$ cat src/rtl/mul_div_if.sv
// Handshake bundle between the core's operand/result stage and the multi-cycle divider.
// The core drives requests through the master modport; the divider answers through the slave modport.
interface mul_div_if #(
  parameter int N = 31
);
  logic         start;
  logic [1:0]   op;
  logic [N:0]   a;
  logic [N:0]   b;
  logic         busy;
  logic         done;
  logic [N:0]   result;

  modport master (
    output start, op, a, b,
    input  busy, done, result
  );

  modport slave (
    input  start, op, a, b,
    output busy, done, result
  );
endinterface

$ cat src/rtl/mul_div_unit.sv
// RV32M divide unit (DIV/DIVU/REM/REMU): radix-2 restoring divider, one quotient bit per cycle.
// Divide-by-zero and signed overflow bypass the iteration and complete in a single cycle.
module mul_div_unit #(
  parameter int N = 31
) (
  input  logic       clk,
  input  logic       rst,
  mul_div_if.slave   bus
);

  typedef enum logic [1:0] {IDLE, CALC, DONE} state_t;

  localparam int CW = $clog2(N + 2);

  state_t          state;
  logic [1:0]      op_q;
  logic            qneg;
  logic            rneg;
  logic [N:0]      divisor;
  logic [N:0]      rem;
  logic [N:0]      quot;
  logic [CW-1:0]   count;

  logic            is_signed;
  logic [N:0]      a_abs;
  logic [N:0]      b_abs;
  logic            b_zero;
  logic            ovf;
  logic [N:0]      res_special;
  logic [N+1:0]    rem_sh;
  logic [N+1:0]    trial;
  logic [N:0]      rem_nxt;
  logic [N:0]      quot_nxt;
  logic [N:0]      res_calc;

  // NOTE: every signal gets a value on every path through this block, so no latches are inferred.
  always_comb begin
    is_signed   = ~bus.op[0];
    a_abs       = (is_signed && bus.a[N]) ? -bus.a : bus.a;
    b_abs       = (is_signed && bus.b[N]) ? -bus.b : bus.b;
    b_zero      = (bus.b == '0);
    ovf         = is_signed && (bus.a == {1'b1, {N{1'b0}}}) && (bus.b == '1);
    res_special = bus.op[1] ? (b_zero ? bus.a : '0) : (b_zero ? '1 : bus.a);

    // The shifted partial remainder can exceed N+1 bits for unsigned divisors, hence the extra bit.
    rem_sh   = {rem, quot[N]};
    trial    = rem_sh - {1'b0, divisor};
    rem_nxt  = trial[N+1] ? rem_sh[N:0] : trial[N:0];
    quot_nxt = {quot[N-1:0], ~trial[N+1]};

    if (op_q[1]) begin
      res_calc = (rneg && !op_q[0]) ? -rem_nxt : rem_nxt;
    end else begin
      res_calc = (qneg && !op_q[0]) ? -quot_nxt : quot_nxt;
    end
  end

  // NOTE: state is updated with non-blocking assignments so every register sees pre-edge values.
  always_ff @(posedge clk or posedge rst) begin
    if (rst) begin
      state      <= IDLE;
      op_q       <= '0;
      qneg       <= 1'b0;
      rneg       <= 1'b0;
      divisor    <= '0;
      rem        <= '0;
      quot       <= '0;
      count      <= '0;
      bus.busy   <= 1'b0;
      bus.done   <= 1'b0;
      bus.result <= '0;
    end else begin
      case (state)
        IDLE: begin
          if (bus.start) begin
            op_q     <= bus.op;
            qneg     <= is_signed & (bus.a[N] ^ bus.b[N]);
            rneg     <= is_signed & bus.a[N];
            divisor  <= b_abs;
            rem      <= '0;
            quot     <= a_abs;
            count    <= CW'(N + 1);
            bus.busy <= 1'b1;
            if (b_zero || ovf) begin
              bus.result <= res_special;
              bus.done   <= 1'b1;
              state      <= DONE;
            end else begin
              state <= CALC;
            end
          end
        end

        CALC: begin
          rem   <= rem_nxt;
          quot  <= quot_nxt;
          count <= count - 1'b1;
          // Last iteration: sign-corrected result is captured on the same edge.
          if (count == CW'(1)) begin
            bus.result <= res_calc;
            bus.done   <= 1'b1;
            state      <= DONE;
          end
        end

        DONE: begin
          bus.done <= 1'b0;
          bus.busy <= 1'b0;
          state    <= IDLE;
        end

        default: state <= IDLE;
      endcase
    end
  end

endmodule

$ cat src/flat_wrapper.sv
// flat-port wrapper written by rule: the top's interface ports become plain ports
module mul_div_unit_flat 
#(
  parameter int N = 31
)
  (clk, rst, bus_start, bus_op, bus_a, bus_b, bus_busy, bus_done, bus_result);
  mul_div_if #(.N(N)) bus_i ();
  input  logic clk;
  input  logic rst;
  input wire logic [$bits(bus_i.start)-1:0] bus_start;
  input wire logic [$bits(bus_i.op)-1:0] bus_op;
  input wire logic [$bits(bus_i.a)-1:0] bus_a;
  input wire logic [$bits(bus_i.b)-1:0] bus_b;
  output wire logic [$bits(bus_i.busy)-1:0] bus_busy;
  output wire logic [$bits(bus_i.done)-1:0] bus_done;
  output wire logic [$bits(bus_i.result)-1:0] bus_result;
  assign bus_i.start = bus_start;
  assign bus_i.op = bus_op;
  assign bus_i.a = bus_a;
  assign bus_i.b = bus_b;
  assign bus_busy = bus_i.busy;
  assign bus_done = bus_i.done;
  assign bus_result = bus_i.result;
  mul_div_unit #(.N(N)) u_core (.clk(clk), .rst(rst), .bus(bus_i));
endmodule
$ cat config.mk
export PLATFORM = sky130hd
export DESIGN_NAME = mul_div_unit_flat
export DESIGN_NICKNAME = d
export VERILOG_FILES = /design/src/rtl/mul_div_if.sv /design/src/rtl/mul_div_unit.sv /design/src/flat_wrapper.sv
export SDC_FILE = /design/constraint.sdc
export NUM_CORES = 1
export LEC_CHECK = 0
export CAP_MARGIN = 15
export CORE_ASPECT_RATIO = 0.75
export CORE_MARGIN = 2
export CORE_UTILIZATION = 50
export DETAILED_ROUTE_END_ITERATION = 6
export PLACE_DENSITY_LB_ADDON = 0.1
export SYNTH_ARGS = -nofsm -noshare
export SYNTH_HDL_FRONTEND = slang
export SYNTH_SLANG_ARGS = --single-unit
$ cat constraint.sdc
create_clock -name clk -period 9.8 [get_ports clk]
set_clock_uncertainty 0.1 [all_clocks]
set_input_delay 0.98 -clock clk [delete_from_list [all_inputs] [get_ports clk]]
set_output_delay 0.98 -clock clk [all_outputs]
set_load 0.1 [all_outputs]
==> results.tsv <==
stage	metric	value	unit
outcome	status	finished, final reports clean	
final_layout	area_delta_synth_final	13.9	%
grt	grt_pass1_wl	68600	um
worst_setup_path	path_buf_inv	3	
clock_network	htree_num_levels	4	
die	coreArea	24100	um^2
placement	io_buffers	102	
timing	period_needed	6540	ps
grt	grt_pass1_vias	11800	
worst_setup_path	max_stage_delay	580	ps
die	die_height	140	um
timing	worstMarginPinSlew	1130	ps
die	fp-row-count	49	
detailed_routing	dr.first_iter.drc_count	1592	
grt	antenna_found_initial	0	
worst_setup_path	worst_setup_path_start_kind	register	
final_layout	drive_gt1_frac	0.0513	
worst_setup_path	cpMaxStageDelayCell	o41ai_2	
placement	dpl.hpwl	34300	um
worst_setup_path	endpoint_kind	register	
final_layout	fillCellCount	2282	
hold_path	min_path_type	register to register	
timing	rsz0062_at_grt	no	
timing	fmax	0.153	GHz
timing	hold_viol	0	
final_layout	multi_input_area	8180	um^2
timing	slew_violations	0	
clock_network	ctsHoldBuffers	0	
grt	grtUsageTotal	0.348	
yosys	synth_cell_type_count	91	
detailed_routing	via_count	13000	
yosys	ys_seq_area_frac	0.288	
worst_setup_path	crit_type	register to register	
grt	grt_remaining_overflow	0	
yosys	synth.avg_cell_area	7.76	um^2
clock_network	cts_setup_buffers	0	
clock_network	clock_sinks	142	
clock_network	clk_latency	450	ps
die	ioPinCount	103	
yosys	synth_area	12300	um^2
detailed_routing	drt-total-wl	45000	um
detailed_routing	drc	0	
clock_network	clk_pin_slew	60	ps
clock_network	cts_buffers	17	
final_layout	nets	1733	
detailed_routing	ant_nets	0	
grt	grt_max_degree	77	
yosys	synthCells	1591	
die	fp.dieArea	26000	um^2
worst_setup_path	required	10000	ps
yosys	synth_async_sr_flop_share	1.00	
placement	place_ws	3520	ps
worst_setup_path	worstPathMaxFanout	46	
die	start_util	0.512	
timing	final.setup.tns	0	ps
flow_run	drv_cap	0	
timing	layout_setup_ws	3260	ps
yosys	synth_seq_cells	142	
clock_network	cts_buffer_depth	2	
final_layout	final_cell_mix	o21ai_0 (162), nand2_1 (159), dfrtp_1 (142), a21oi_1 (138), nor2_1 (115)	
yosys	synth_edf_count	0	
placement	routabilityCongestion	0.999	
final_layout	layout_commonest_cell	o21ai_0	
worst_setup_path	critPathArrivalTime	6740	ps
detailed_routing	wl_per_cell	22.9	um
die	die_w	185	um
detailed_routing	viasPerCell	6.59	
timing	setup_viol	0	
timing	period_share	0.668	
clock_network	cts-root-buf	clkbuf_16	
yosys	ys_warn_count	0	
clock_network	cts_resized	0	
timing	max_slew_margin	0.246	
worst_setup_path	cp_top_family	compound AO/OA/AOI/OAI gates	
clock_network	cts_tree	built	
detailed_routing	dr.pass1.iters	7	
yosys	synthFlopType	dfrtp_1	
yosys	syn-num-nets	1700	
worst_setup_path	path_cells	inv_1, ha_1, fa_1, nand2b_1, a211o_1, a2111oi_2, nor4_1, mux2_2, nor2_8, inv_4, a21oi_1, ha_1, inv_1, or4_4, o41ai_2, a31oi_1, xnor2_1, o21ai_0, o21ai_0	
final_layout	regArea	3550	um^2
==> state kept, by name (all words and copies together) (netlist names) <==
register,flops
u_core.divisor,32
u_core.state,2
u_core.quot,32
u_core.bus.result,32
u_core.rem,32
u_core.count,6
u_core.op_q,2
u_core.qneg,1
u_core.bus.done,1
u_core.rneg,1
u_core.bus.busy,1
==> path summary, 6_finish.rpt <==
kind                       slack (ps)                              start                           endpoint  cells after the start
min in group asynchronous         900                                rst        u_core.state[1]$_DFFE_PP0P_                      2
hold / removal                    370  u_core.bus.result[12]$_DFFE_PP0P_  u_core.bus.result[12]$_DFFE_PP0P_                      2
hold reg to reg                   370  u_core.bus.result[12]$_DFFE_PP0P_  u_core.bus.result[12]$_DFFE_PP0P_                      2
max in group asynchronous        7280                                rst   u_core.bus.result[3]$_DFFE_PP0P_                      3
setup / recovery                 3260        u_core.quot[31]$_DFFE_PP0P_  u_core.bus.result[20]$_DFFE_PP0P_                     19
setup reg to reg                 3260        u_core.quot[31]$_DFFE_PP0P_  u_core.bus.result[20]$_DFFE_PP0P_                     19
==> synthesized netlist by cell type, types with 5 or more instances <==
library cell / number / share of area
a211o_1: 9 / 0.0064
a211oi_1: 23 / 0.014
a21boi_0: 8 / 0.0049
a21o_1: 16 / 0.0097
a21oi_1: 138 / 0.056
a22o_1: 5 / 0.0035
a22oi_1: 15 / 0.0091
a31oi_1: 23 / 0.012
a41oi_1: 7 / 0.0050
and2_1: 12 / 0.0061
and3_1: 9 / 0.0046
buf_2: 19 / 0.0077
clkbuf_1: 74 / 0.022
dfrtp_1: 142 / 0.29
ha_1: 39 / 0.040
inv_1: 57 / 0.017
mux2i_1: 22 / 0.018
nand2_1: 160 / 0.049
nand2b_1: 19 / 0.0096
nand3_1: 25 / 0.010
nand4_1: 29 / 0.015
nor2_1: 116 / 0.035
nor2b_1: 15 / 0.0076
nor3_1: 45 / 0.018
nor4_1: 21 / 0.011
o2111ai_1: 5 / 0.0035
o211ai_1: 13 / 0.0079
o21a_1: 13 / 0.0079
o21ai_0: 162 / 0.066
o21ai_1: 10 / 0.0041
o21bai_1: 8 / 0.0049
o22ai_1: 44 / 0.022
o31ai_1: 28 / 0.017
o41ai_1: 10 / 0.0071
or2_2: 5 / 0.0025
or3_1: 17 / 0.0086
or4_1: 9 / 0.0055
xnor2_1: 67 / 0.048
xor2_1: 54 / 0.038
==> kinds of logic (layout without fill, tap and decap cells) <==
family | after synthesis | count (layout) | share of synthesized area
AO/OA/AOI/OAI | 595 | 595 | 0.310
AND/OR/NAND/NOR | 508 | 508 | 0.202
buffers and inverters | 159 | 204 | 0.0518
flip-flops | 142 | 142 | 0.288
XOR/XNOR | 121 | 121 | 0.0858
adder cells (fa/ha/maj) | 40 | 40 | 0.0411
multiplexers | 26 | 26 | 0.0215
other | 0 | 1 | 0
==> worst min-delay path, delay by kind of cell, from the launching register on <==
| kind | cells | cell delay [ps] |
|---|---|---|
| simple gates | 2 | 100 |
| flops | 1 | 340 |
==> area by class of cell <==
cell class	count	area share
Clock buffer	19	0.0308
Inverter	59	0.0163
Clock inverter	12	0.00996
Antenna cell	1	0.000178
Sequential cell	142	0.253
Multi-Input combinational cell	1290	0.582
Timing Repair Buffer	114	0.0790
Tap cell	331	0.0294
==> per-stage QoR <==
| step | instance area (um^2) | cells | util | hold slack (ps) |
|---|---|---|---|---|
| 2_1_floorplan | 12300 | 1591 | - | 350 |
| 3_3_place_gp | 13500 | 1936 | 0.560 | 360 |
| 3_5_place_dp | 13500 | 1936 | 0.560 | 364 |
| 4_1_cts | 14100 | 1967 | 0.584 | 377 |
| 5_1_grt | 14100 | 1967 | 0.584 | 394 |
| 6_report | 14100 | 1968 | 0.584 | 369 |
==> per-layer routing <==
layer  routed length (um)  global-route usage  vias up
li1                     -                   -     5980
met1                20200               0.516     6181
met2                18000               0.471      754
met3                 6210               0.138       62
met4                  633              0.0731        0
met5                    0                   0        -
Power is left out: the tool's default activity adds up to more than one toggle a clock period on the data nets, which glitch-free logic cannot reach.
